## src/rtl/busca_sequenciador.sv

```systemverilog
`default_nettype none
// ============================================================================
// Module      : busca_sequenciador
// Description : Instruction fetch and step sequencer for the 16-bit datapath.
//               It fetches one word from program memory, holds it in the
//               instruction register and walks the 2-bit execution step
//               (00..11) seen by the downstream control unit. It also owns
//               the program counter and the run/halt status.
//
//               Instruction timing: FETCH, WAIT, then four EXEC cycles, with
//               done on the last one. Back-to-back throughput is one
//               instruction every 6 cycles.
//
// Optional    : `define SINGLE_STEP_EN adds input step_req. In EXEC, step
//               (including the completing step=11) advances only on cycles
//               with step_req=1. FETCH and WAIT are unaffected.
//
// Ports       : clock     - system clock, rising edge
//               resetn    - asynchronous active-low reset
//               run       - 1 = fetch/execute, 0 = stop after current instr
//               clear     - synchronous restart (PC=0, IDLE), top priority
//               step_req  - (SINGLE_STEP_EN only) EXEC advance request
//               mem_rdata - program memory data, valid 1 cycle after mem_rd
//               mem_addr  - program memory address (always equals pc)
//               mem_rd    - memory read strobe (FETCH state)
//               instrucao - instruction register to the control unit
//               step      - execution step to the control unit
//               busy      - 1 in FETCH, WAIT, EXEC
//               done      - one-cycle pulse on the completing step=11 cycle
//               halted    - 1 in HALT
//               pc        - current program counter
//
// Revision    : 1.0 - initial release
// ============================================================================
module busca_sequenciador #(
    parameter int unsigned ADDR_W    = 8,
    parameter int unsigned INSTR_W   = 16,    // the current ISA needs 16
    parameter int unsigned LAST_ADDR = 8'hFF
) (
    input  logic               clock,
    input  logic               resetn,
    input  logic               run,
    input  logic               clear,
`ifdef SINGLE_STEP_EN
    input  logic               step_req,
`endif
    input  logic [INSTR_W-1:0] mem_rdata,
    output logic [ADDR_W-1:0]  mem_addr,
    output logic               mem_rd,
    output logic [INSTR_W-1:0] instrucao,
    output logic [1:0]         step,
    output logic               busy,
    output logic               done,
    output logic               halted,
    output logic [ADDR_W-1:0]  pc
);

    localparam logic [ADDR_W-1:0] LAST_PC = ADDR_W'(LAST_ADDR);
    localparam logic [ADDR_W-1:0] PC_ONE  = ADDR_W'(1);
    localparam logic [1:0]        STEP_LAST = 2'b11;

    typedef enum logic [2:0] {
        S_IDLE  = 3'd0,
        S_FETCH = 3'd1,
        S_WAIT  = 3'd2,
        S_EXEC  = 3'd3,
        S_HALT  = 3'd4
    } state_t;

    state_t               state_q, state_d;
    logic [ADDR_W-1:0]    pc_q,    pc_d;
    logic [INSTR_W-1:0]   ir_q,    ir_d;
    logic [1:0]           step_q,  step_d;

    logic                 w_advance;    // EXEC may move on this cycle
    logic                 w_complete;   // last step of an instruction retires

`ifdef SINGLE_STEP_EN
    assign w_advance = step_req;
`else
    assign w_advance = 1'b1;
`endif

    // A clear in the completing cycle aborts the instruction, so it also
    // suppresses the done pulse and the PC increment.
    assign w_complete = (state_q == S_EXEC) && (step_q == STEP_LAST)
                        && w_advance && !clear;

    // ------------------------------------------------------------------
    // Next-state logic
    // ------------------------------------------------------------------
    always_comb begin
        state_d = state_q;
        pc_d    = pc_q;
        ir_d    = ir_q;
        step_d  = step_q;

        unique case (state_q)
            S_IDLE: begin
                if (run) begin
                    state_d = S_FETCH;
                end
            end

            S_FETCH: begin
                state_d = S_WAIT;
            end

            S_WAIT: begin
                // Memory answers one cycle after the FETCH strobe.
                ir_d    = mem_rdata;
                step_d  = 2'b00;
                state_d = S_EXEC;
            end

            S_EXEC: begin
                if (w_advance) begin
                    if (step_q == STEP_LAST) begin
                        step_d = 2'b00;
                        pc_d   = pc_q + PC_ONE;
                        // The halt test uses the PC of the retiring word,
                        // i.e. the value before the increment.
                        if (pc_q == LAST_PC) begin
                            state_d = S_HALT;
                        end else if (run) begin
                            state_d = S_FETCH;
                        end else begin
                            state_d = S_IDLE;
                        end
                    end else begin
                        step_d = step_q + 2'b01;
                    end
                end
            end

            S_HALT: begin
                // Only clear or reset leave HALT; run is ignored.
                step_d = 2'b00;
            end

            default: begin
                state_d = S_IDLE;
            end
        endcase

        if (clear) begin
            state_d = S_IDLE;
            pc_d    = '0;
            ir_d    = '0;
            step_d  = 2'b00;
        end
    end

    // ------------------------------------------------------------------
    // State registers
    // ------------------------------------------------------------------
    always_ff @(posedge clock or negedge resetn) begin
        if (!resetn) begin
            state_q <= S_IDLE;
            pc_q    <= '0;
            ir_q    <= '0;
            step_q  <= 2'b00;
        end else begin
            state_q <= state_d;
            pc_q    <= pc_d;
            ir_q    <= ir_d;
            step_q  <= step_d;
        end
    end

    // ------------------------------------------------------------------
    // Outputs (decoded from registered state, so reset clears them at once)
    // ------------------------------------------------------------------
    assign mem_addr  = pc_q;
    assign pc        = pc_q;
    assign instrucao = ir_q;
    assign step      = step_q;
    assign mem_rd    = (state_q == S_FETCH);
    assign busy      = (state_q == S_FETCH) || (state_q == S_WAIT)
                       || (state_q == S_EXEC);
    assign halted    = (state_q == S_HALT);
    assign done      = w_complete;

endmodule
`default_nettype wire

```

## config.mk

```make
export PLATFORM = sky130hd
export DESIGN_NAME = busca_sequenciador
export DESIGN_NICKNAME = d
export VERILOG_FILES = /design/src/rtl/busca_sequenciador.sv
export SDC_FILE = /design/constraint.sdc
export NUM_CORES = 1
export LEC_CHECK = 0
export BUFFER_PORTS_ARGS = -buffer_cell sky130_fd_sc_hd__buf_2
export CAP_MARGIN = 20
export CORE_MARGIN = 10
export CORE_UTILIZATION = 43
export DETAILED_ROUTE_END_ITERATION = 12
export PLACE_DENSITY = 0.75
export SLEW_MARGIN = 20
export SYNTH_ARGS = -nofsm -noshare
export SYNTH_HDL_FRONTEND = slang
export SYNTH_SLANG_ARGS = --single-unit
export TNS_END_PERCENT = 100
```

## constraint.sdc

```tcl
create_clock -name clock -period 1.4 [get_ports clock]
set_input_delay 0.21 -clock clock [delete_from_list [all_inputs] [get_ports clock]]
set_output_delay 0.21 -clock clock [all_outputs]
set_load 0.005 [all_outputs]
```

==> run_results.csv, run 1 <==
group,metric,value,unit
outcome,status,"complete, but fails checks",
setup_path,crit_path_end_kind,"output port",
die,num_rows,21,
clock_tree,clkSinkCount,29,
setup_path,crit_type,"reg -> out",
setup_path,worstSetupStartpointType,"register",
sta,drv_slew,0,
die,fp.dieArea,0.00613,mm^2
setup_path,reg2reg_slack,-0.14,ns
sta,setup_violations,24,
setup_path,cp_slowest_stage_delay,0.41,ns
die,die_w,78.3,um
outcome,violations,"negative setup slack",
die,die_h,78.3,um
synthesis,syn_nets,176,
power,peakVddDrop,522,uV
sta,skew,0.00703,ns
clock_tree,clock_path_buffers,2,
synthesis,ys_warn_count,0,
final_layout,antenna_cells,0,
final_layout,final_cell_mix,"54 x buf_2, 27 x nand2_1, 27 x dfrtp_1",
sta,worst_pin_slew,0.377,ns
synthesis,yosysUniqueCellTypes,32,
hold_path,hp-class,"in -> reg",
clock_tree,cts_buffers,5,
sta,final-hold-violation-count,0,
detailed_routing,drt-vias-per-instance,5.05,
power,power.leakage,1.14,nW
detailed_routing,drc,0,
clock_tree,clock_latency,0.36,ns
setup_path,worstPathMaxFanout,2,
detailed_routing,postRouteAntennaNets,0,
placed_design,gp_congestion,0.812,
die,initial_core_util,44.1,%
sta,rsz0062_at_grt,"true",
setup_path,crit_chain,"ha_4, nand3_2, or3_4, inv_2, buf_6",
synthesis,ys_ff_latch,29,
global_routing,grt_pass1_wl,6870,um
sta,period_minus_slack,1.71,ns
global_routing,overflow,0,
die,ios,58,
final_layout,mostFrequentLayoutCell,"buf_2",
setup_path,worst_path_max_delay_cell,"dfrtp_1",
power,finalPower,1.85,mW
setup_path,r2r-start,"step[0]$_DFFE_PN0P_",
final_layout,final_nets,256,
setup_path,crit_arrival,1.50,ns
detailed_routing,routed_wl,4450,um
detailed_routing,dr.pass1.iters,4,
detailed_routing,wl_per_cell,15.8,um
final_layout,final_layout_size_suffix_gt1_share,60.0,%
sta,fin_crit_sh,122,%
placed_design,dpl.hpwl,2770,um
clock_tree,cts_tree,"built",
setup_path,crit_end,"done",
sta,whs,0.0731,ns
clock_tree,htreeDepth,2,
synthesis,syn_area_per_cell,9.48,um^2
job,drv_cap,0,
global_routing,grt_usage,13.8,%
die,design.core.area,0.00331,mm^2
clock_tree,cts_root_buf,"clkbuf_4",
global_routing,antenna_found_initial,0,
placed_design,portBuffers,57,
clock_tree,cts.clk_slew.worst_paths,0.10,ns
setup_path,critical_path.startpoint,"step[0]$_DFFE_PN0P_",
power,power_density,834,mW/mm^2
sta,relSlewSlack,74.9,%
detailed_routing,vias,1420,
detailed_routing,first_iter_violations,75,
sta,fmax,585,MHz
global_routing,grt_pass1_vias,1429,
synthesis,ys_seq_area_share,49.7,%
setup_path,r2r_end,"mem_addr[6]$_DFFE_PN0P_",
synthesis,syn_inst,154,
setup_path,worst-r2r-cell-count,5,
final_layout,syn2layout_area_growth,52.0,%
setup_path,crit_required,1.19,ns
sta,setup_slack,-0.310,ns
synthesis,syn_area,0.00146,mm^2
global_routing,grt_max_degree,18,
what timing repair did:
| action | 4_1_cts | 5_1_grt |
|---|---|---|
| hold buffers | 1 | 0 |
| setup endpoints to repair | 26 | 25 |
| cloned | 2 | 1 |
| setup buffers | 8 | 6 |
| pin swaps | 19 | 18 |
| hold endpoints to repair | 15 | 0 |
| gates resized for setup | 17 | 40 |
critical path: cells and delay by family, from the launching register on:
family        cells  cell delay (ns)
flops             1             0.41
simple gates      2             0.43
buf+inv           2             0.14
fa+ha+maj         1             0.17
routing by layer:
metal	global-route usage (%)	part of all wire, %
met5	0	0
met4	6.45	1.9
met3	5.35	6.6
met2	22.5	50
met1	15.6	41
cell type report:
cell class                      count  area, um^2
Sequential cell                    29         728
Inverter                            4        15.0
Clock buffer                        5        37.5
Timing Repair Buffer               89         589
Multi-Input combinational cell    105         774
Fill cell                         293        1090
Tap cell                           46        57.6
Clock inverter                      3        17.5
registers in the layout (all words and copies together) (netlist names):
name       flops
mem_addr       8
step           2
state_q        3
instrucao     16
logic make-up (layout without fill, tap and decap cells):
kind of cell | Yosys count | in the layout | synth area share [%]
fa+ha+maj | 2 | 2 | 1.71
xor+xnor | 1 | 1 | 0.600
flops | 29 | 29 | 49.7
buf+inv | 22 | 101 | 10.1
mux | 2 | 2 | 1.46
simple gates | 66 | 68 | 24.0
compound gates | 32 | 32 | 12.4
metrics by stage:
| stage | setup TNS (ns) | utilization (%) | setup slack, ns | cell area (um^2) | std cells |
|---|---|---|---|---|---|
| finish | -1.59 | 67.0 | -0.310 | 2220 | 281 |
| global route | -2.79 | 67.0 | -0.374 | 2220 | 281 |
| CTS | -1.72 | 62.1 | -0.293 | 2060 | 276 |
| detailed placement | -0.597 | 55.6 | -0.0949 | 1840 | 257 |
| global placement | -0.132 | 55.6 | -0.0462 | 1840 | 257 |
| floorplan | -0.00187 | - | -0.000936 | 1490 | 154 |
worst min path at each step:
| stage | slack [ns] | to | startpoint | depth (start not counted) |
|---|---|---|---|---|
| 2_1_floorplan | -0.09 | instrucao[0]$_DFFE_PN0P_ | resetn | 0 |
| 3_3_place_gp | 0.15 | instrucao[10]$_DFFE_PN0P_ | resetn | 1 |
| 3_5_place_dp | 0.15 | instrucao[10]$_DFFE_PN0P_ | resetn | 1 |
| 5_1_grt | 0.06 | instrucao[5]$_DFFE_PN0P_ | mem_rdata[5] | 3 |
| 6_report | 0.07 | instrucao[5]$_DFFE_PN0P_ | mem_rdata[5] | 3 |
| 4_1_cts | 0.08 | instrucao[1]$_DFFE_PN0P_ | mem_rdata[1] | 3 |
report_power, final:
part | leakage [nW] | internal, mW | switching, mW
Combinational | 0.710 | 0.213 | 0.201
Sequential | 0.396 | 0.879 | 0.0302
Clock | 0.0310 | 0.189 | 0.339
cells in the mapped netlist, drive strengths merged:
cell | instances | area, um^2
dfrtp | 29 | 726
or4 | 4 | 30.0
ha | 2 | 25.0
o21bai | 1 | 7.51
nor4 | 1 | 6.26
nand2b | 2 | 12.5
mux2 | 1 | 11.3
or3b | 2 | 17.5
mux2i | 1 | 10.0
a21boi | 1 | 7.51
nand4b | 2 | 32.5
o31ai | 4 | 30.0
o22ai | 1 | 6.26
buf | 15 | 121
o21ai | 1 | 5.00
nor2b | 1 | 6.26
xor2 | 1 | 8.76
or3 | 3 | 18.8
and3b | 1 | 8.76
a41o | 1 | 10.0
nand3 | 4 | 20.0
clkbuf | 3 | 11.3
inv | 4 | 15.0
nand2 | 37 | 139
nor3b | 2 | 26.3
or4b | 1 | 10.0
nor2 | 6 | 22.5
a21oi | 23 | 115
Note: power is estimated with default switching activity, not from simulation.
==> inputs of run 2 (changes only) <==
--- a/config.mk
+++ b/config.mk
@@ -5,12 +5,11 @@
 export SDC_FILE = /design/constraint.sdc
 export NUM_CORES = 1
 export LEC_CHECK = 0
-export BUFFER_PORTS_ARGS = -buffer_cell sky130_fd_sc_hd__buf_2
 export CAP_MARGIN = 20
 export CORE_MARGIN = 10
-export CORE_UTILIZATION = 43
+export CORE_UTILIZATION = 38
 export DETAILED_ROUTE_END_ITERATION = 12
-export PLACE_DENSITY = 0.75
+export DONT_BUFFER_PORTS = 1
 export SLEW_MARGIN = 20
 export SYNTH_ARGS = -nofsm -noshare
 export SYNTH_HDL_FRONTEND = slang
==> constraint.sdc (replaced) <==
create_clock -name clock -period 1.7 [get_ports clock]
set_input_delay 0.255 -clock clock [delete_from_list [all_inputs] [get_ports clock]]
set_output_delay 0.255 -clock clock [all_outputs]
set_load 0.005 [all_outputs]
==> run_results.csv, run 2 (synthesis results as in run 1) <==
group,metric,value,unit
die,die_w,82.0,um
die,design.core.area,0.00369,mm^2
die,num_rows,22,
final_layout,syn2layout_area_growth,12.4,%
detailed_routing,dr.pass1.iters,4,
setup_path,crit_path_end_kind,"output port",
clock_tree,htreeDepth,2,
die,ios,58,
power,p_int,1.16,mW
clock_tree,cts_root_buf,"clkbuf_8",
final_layout,final_layout_size_suffix_gt1_share,19.4,%
clock_tree,clock_path_buffers,2,
sta,final-hold-violation-count,0,
final_layout,final_cell_mix,"37 x nand2_1, 27 x dfrtp_1, 23 x a21oi_1",
global_routing,grt_max_degree,31,
clock_tree,cts_buffers,5,
final_layout,mostFrequentLayoutCell,"nand2_1",
outcome,status,"finished clean",
sta,setup_violations,0,
die,die_h,82.0,um
sta,whs,0.0365,ns
job,drv_cap,0,
power,seqPwrFrac,48.9,%
hold_path,min_from,"clear",
placed_design,portBuffers,0,
sta,fmax,619,MHz
clock_tree,clkSinkCount,29,
detailed_routing,drc,0,
detailed_routing,vias,1120,
detailed_routing,routed_wl,3640,um
global_routing,overflow,0,
detailed_routing,postRouteAntennaNets,0,
global_routing,grt_pass1_vias,1100,
power,clock_power_share,40.0,%
clock_tree,cts_tree,"built",
global_routing,grt_usage,11.0,%
sta,rsz0062_at_grt,"false",
detailed_routing,drt-vias-per-instance,5.38,
die,fp.dieArea,0.00672,mm^2
setup_path,worstPathMaxFanout,4,
clock_tree,cts.clk_slew.worst_paths,0.06,ns
final_layout,antenna_cells,0,
clock_tree,clock_latency,0.28,ns
sta,worst_pin_slew,0.341,ns
setup_path,crit_required,1.44,ns
detailed_routing,first_iter_violations,38,
setup_path,r2r-start,"step[0]$_DFFE_PN0P_",
hold_path,min_path_cells,1,
sta,fin_crit_sh,95.1,%
setup_path,crit_type,"reg -> out",
sta,setup_tns,0,ns
die,initial_core_util,39.6,%
power,power.leakage,0.751,nW
setup_path,worstSetupStartpointType,"register",
power,p_sw_share,24.7,%
setup_path,worst-r2r-cell-count,5,
hold_path,hp-class,"in -> reg",
sta,drv_slew,0,
power,switchingPower,381,uW
setup_path,reg2reg_slack,0.15,ns
placed_design,gp_congestion,0.830,
sta,relSlewSlack,77.3,%
power,power_density,941,mW/mm^2
detailed_routing,wl_per_cell,17.5,um
final_layout,nFillCells,374,
final_layout,largest_register_ffs,16,
power,peakVddDrop,399,uV
hold_path,hold_path_end,"mem_addr[2]$_DFFE_PN0P_",
setup_path,r2r_end,"mem_addr[4]$_DFFE_PN0P_",
final_layout,final_nets,181,
sta,skew,0.00518,ns
setup_path,crit_arrival,1.36,ns
sta,period_minus_slack,1.62,ns
global_routing,antenna_found_initial,0,
global_routing,grt_pass1_wl,5680,um
placed_design,dpl.hpwl,2700,um
power,combPwrFrac,11.1,%
run 2: power groups by stage:
stage	registers, mW	logic (mW)	clock network (mW)
5_1_grt	0.759	0.192	0.682
4_1_cts	0.757	0.164	0.645
2_1_floorplan	0.757	0.125	0
3_5_place_dp	0.774	0.130	0
3_3_place_gp	0.773	0.122	0
6_report	0.755	0.172	0.618
run 2: routing by layer:
layer,vias up,share of wire (%),GRT usage (%)
met5,-,0,0
met1,545,39,12.2
met2,40,48,17.2
li1,529,-,-
met4,0,1.3,4.25
met3,6,11,6.22
run 2: repair_timing:
item                       4_1_cts  5_1_grt
setup endpoints to repair        2        2
hold buffers                     2        0
pin swaps                        0        0
setup buffers                    1        2
hold endpoints to repair        29        0
gates resized for setup          3        2
run 2: worst max-delay path, cell delays in order, from the launching register on:
cell and delay [ns]:
dfrtp_1 0.39, ha_4 0.18, nand3_1 0.09, or3_1 0.34
inv_1 0.09
run 2: area by class of cell:
cell class,count,area [um^2],share of cell area [%]
flip-flops and latches,29,728,44.4
well taps,48,60.1,3.66
repair buffers,16,135,8.23
clock buffers,7,96.3,5.87
clock inverters,1,5.00,0.305
inverters,4,15.0,0.915
multi-input cells,103,602,36.7
run 2: worst max path at each step:
stage / cells past startpoint / to / from / slack, ns
5_1_grt: 4 / done / step[1]$_DFFE_PN0P_ / 0.01
3_3_place_gp: 4 / mem_addr[7]$_DFFE_PN0P_ / step[0]$_DFFE_PN0P_ / 0.17
2_1_floorplan: 4 / mem_addr[7]$_DFFE_PN0P_ / step[0]$_DFFE_PN0P_ / 0.21
3_5_place_dp: 5 / mem_addr[4]$_DFFE_PN0P_ / step[1]$_DFFE_PN0P_ / 0.1
4_1_cts: 4 / done / step[1]$_DFFE_PN0P_ / 0.01
6_report: 4 / done / step[0]$_DFFE_PN0P_ / 0.08
run 2: stage by stage:
step                total power, mW  util, %  setup slack [ns]  instance area [um^2]  cells
floorplan                     0.882        -             0.210                  1460    154
global placement              0.895     39.9             0.171                  1470    195
detailed placement            0.905     39.9            0.0970                  1470    195
CTS                            1.57     43.8            0.0142                  1610    206
global route                   1.63     44.5            0.0113                  1640    208
finish                         1.54     44.5            0.0837                  1640    208
==> inputs of run 3 (changes only) <==
==> constraint.sdc (replaced) <==
create_clock -name clock -period 1.5 [get_ports clock]
set_input_delay 0.225 -clock clock [delete_from_list [all_inputs] [get_ports clock]]
set_output_delay 0.225 -clock clock [all_outputs]
set_load 0.005 [all_outputs]
==> run_results.csv, run 3 (synthesis results as in run 1) <==
group,metric,value,unit
outcome,status,"complete, but fails checks",
outcome,violations,"negative setup slack",
die,die_w,82.0,um
setup_path,crit_required,1.65,ns
setup_path,critPathTopFamily,"flip-flops",
die,ios,58,
setup_path,crit_end,"mem_addr[4]$_DFFE_PN0P_",
clock_tree,cts_tree,"built",
setup_path,r2r-start,"step[0]$_DFFE_PN0P_",
clock_tree,cts_buffers,5,
global_routing,overflow,0,
detailed_routing,drt-vias-per-instance,5.35,
die,fp.dieArea,0.00672,mm^2
global_routing,grt_pass1_wl,6150,um
sta,rsz0062_at_grt,"true",
setup_path,critical_path.startpoint,"step[0]$_DFFE_PN0P_",
setup_path,cp_common_cell,"buf_6",
detailed_routing,drc,0,
sta,skew,0.00360,ns
setup_path,cp_slowest_stage_delay,0.40,ns
clock_tree,clock_path_buffers,2,
detailed_routing,wl_per_cell,18.0,um
die,initial_core_util,39.6,%
setup_path,worstPathMaxFanout,5,
power,power_density,937,mW/mm^2
clock_tree,clock_latency,0.27,ns
job,drv_cap,0,
die,die_h,82.0,um
sta,period_minus_slack,1.59,ns
clock_tree,cts_root_buf,"clkbuf_8",
sta,whs,0.0108,ns
sta,setup_slack,-0.0885,ns
final_layout,multi_input_area,659,um^2
placed_design,portBuffers,0,
sta,setup_violations,4,
final_layout,final_cell_mix,"37 x nand2_1, 27 x dfrtp_1, 23 x buf_4",
setup_path,r2r_end,"mem_addr[4]$_DFFE_PN0P_",
die,design.core.area,0.00369,mm^2
final_layout,nFillCells,356,
detailed_routing,routed_wl,3990,um
detailed_routing,first_iter_violations,51,
sta,fin_crit_sh,106,%
setup_path,crit_type,"reg -> reg",
power,finalPower,1.70,mW
final_layout,antenna_cells,0,
setup_path,worst-r2r-cell-count,7,
clock_tree,htreeDepth,2,
setup_path,worst_path_max_delay_cell,"dfrtp_1",
clock_tree,clkSinkCount,29,
power,power.leakage,0.807,nW
power,peakVddDrop,486,uV
final_layout,mostFrequentLayoutCell,"nand2_1",
setup_path,crit_arrival,1.73,ns
sta,final-hold-violation-count,0,
setup_path,crit_path_end_kind,"register",
sta,drv_slew,0,
final_layout,largest_register_ffs,16,
final_layout,final_layout_size_suffix_gt1_share,32.2,%
sta,relSlewSlack,79.7,%
sta,fmax,630,MHz
placed_design,gp_congestion,0.815,
hold_path,hp-class,"in -> reg",
detailed_routing,vias,1187,
detailed_routing,postRouteAntennaNets,0,
global_routing,antenna_found_initial,0,
global_routing,grt_pass1_vias,1290,
final_layout,utilization,49.3,%
setup_path,worstSetupStartpointType,"register",
final_layout,syn2layout_area_growth,24.4,%
clock_tree,cts.clk_slew.worst_paths,0.06,ns
setup_path,cp_num_cells,7,
final_layout,final_nets,196,
placed_design,dpl.hpwl,2710,um
final_layout,ff_latch_area,728,um^2
global_routing,grt_max_degree,31,
global_routing,grt_usage,11.8,%
setup_path,crit_chain,"ha_4, buf_6, nand4b_4, buf_6, buf_4, o31ai_1, a21oi_2",
setup_path,reg2reg_slack,-0.09,ns
die,num_rows,22,
setup_path,path_buf_inv,3,
detailed_routing,dr.pass1.iters,4,
sta,worst_pin_slew,0.302,ns
run 3: changes by cell type in the layout (fill, tap and decap cells not counted), moves of 2 or more:
cell / change
or3_4: +2
a21oi_1: -5
or4_4: +2
buf_6: +4
a21oi_2: +5
buf_4: +9
or4_1: -2
or3_1: -2
dlygate4sd3_1: +2
run 3: area by class of cell:
type,count,share of cell area (%)
Inverter,4,0.826
Timing Repair Buffer,31,14.7
Multi-Input combinational cell,103,36.3
Clock buffer,7,4.75
Sequential cell,29,40.1
Tap cell,48,3.31
run 3: routing by layer:
layer,global-route usage [%],vias to the layer above,part of all wire (%)
met1,11.7,593,37
li1,-,555,-
met2,21.0,35,53
met4,5.78,0,0.83
met3,4.59,4,9.0
met5,0,-,0
run 3: how the worst min path moves through the flow:
| stage | slack, ns | from | end | cells after the start |
|---|---|---|---|---|
| floorplan | -0.07 | resetn | instrucao[0]$_DFFE_PN0P_ | 0 |
| global placement | -0.07 | resetn | instrucao[15]$_DFFE_PN0P_ | 0 |
| global route | 0.002 | clear | instrucao[15]$_DFFE_PN0P_ | 1 |
| detailed placement | -0.07 | resetn | instrucao[15]$_DFFE_PN0P_ | 0 |
| finish | 0.01 | clear | step[1]$_DFFE_PN0P_ | 1 |
| CTS | 0.003 | clear | step[1]$_DFFE_PN0P_ | 1 |
run 3: timing repair:
| item | CTS | global route |
|---|---|---|
| buffers inserted | 8 | 1 |
| endpoints found under the hold margin | 30 | 4 |
| pin swaps | 10 | 6 |
| hold buffers | 3 | 1 |
| resized for setup | 11 | 14 |
| setup endpoints to repair | 5 | 11 |
run 3: per-stage QoR:
step | setup TNS [ns] | area, um^2 | std cells | setup WS [ns]
after floorplan | 0 | 1460 | 154 | 0.0102
after global placement | 0 | 1520 | 202 | 0.00375
after detailed placement | -0.136 | 1520 | 202 | -0.0560
after CTS | -0.320 | 1750 | 220 | -0.107
after global routing | -0.563 | 1820 | 222 | -0.154
final | -0.187 | 1820 | 222 | -0.0885
run 3: power by group:
group          switching (mW)  total [mW]  leakage (nW)  internal (mW)
clock                   0.267       0.630        0.0443          0.363
sequential             0.0396       0.862         0.396          0.822
combinational           0.116       0.210         0.367         0.0942
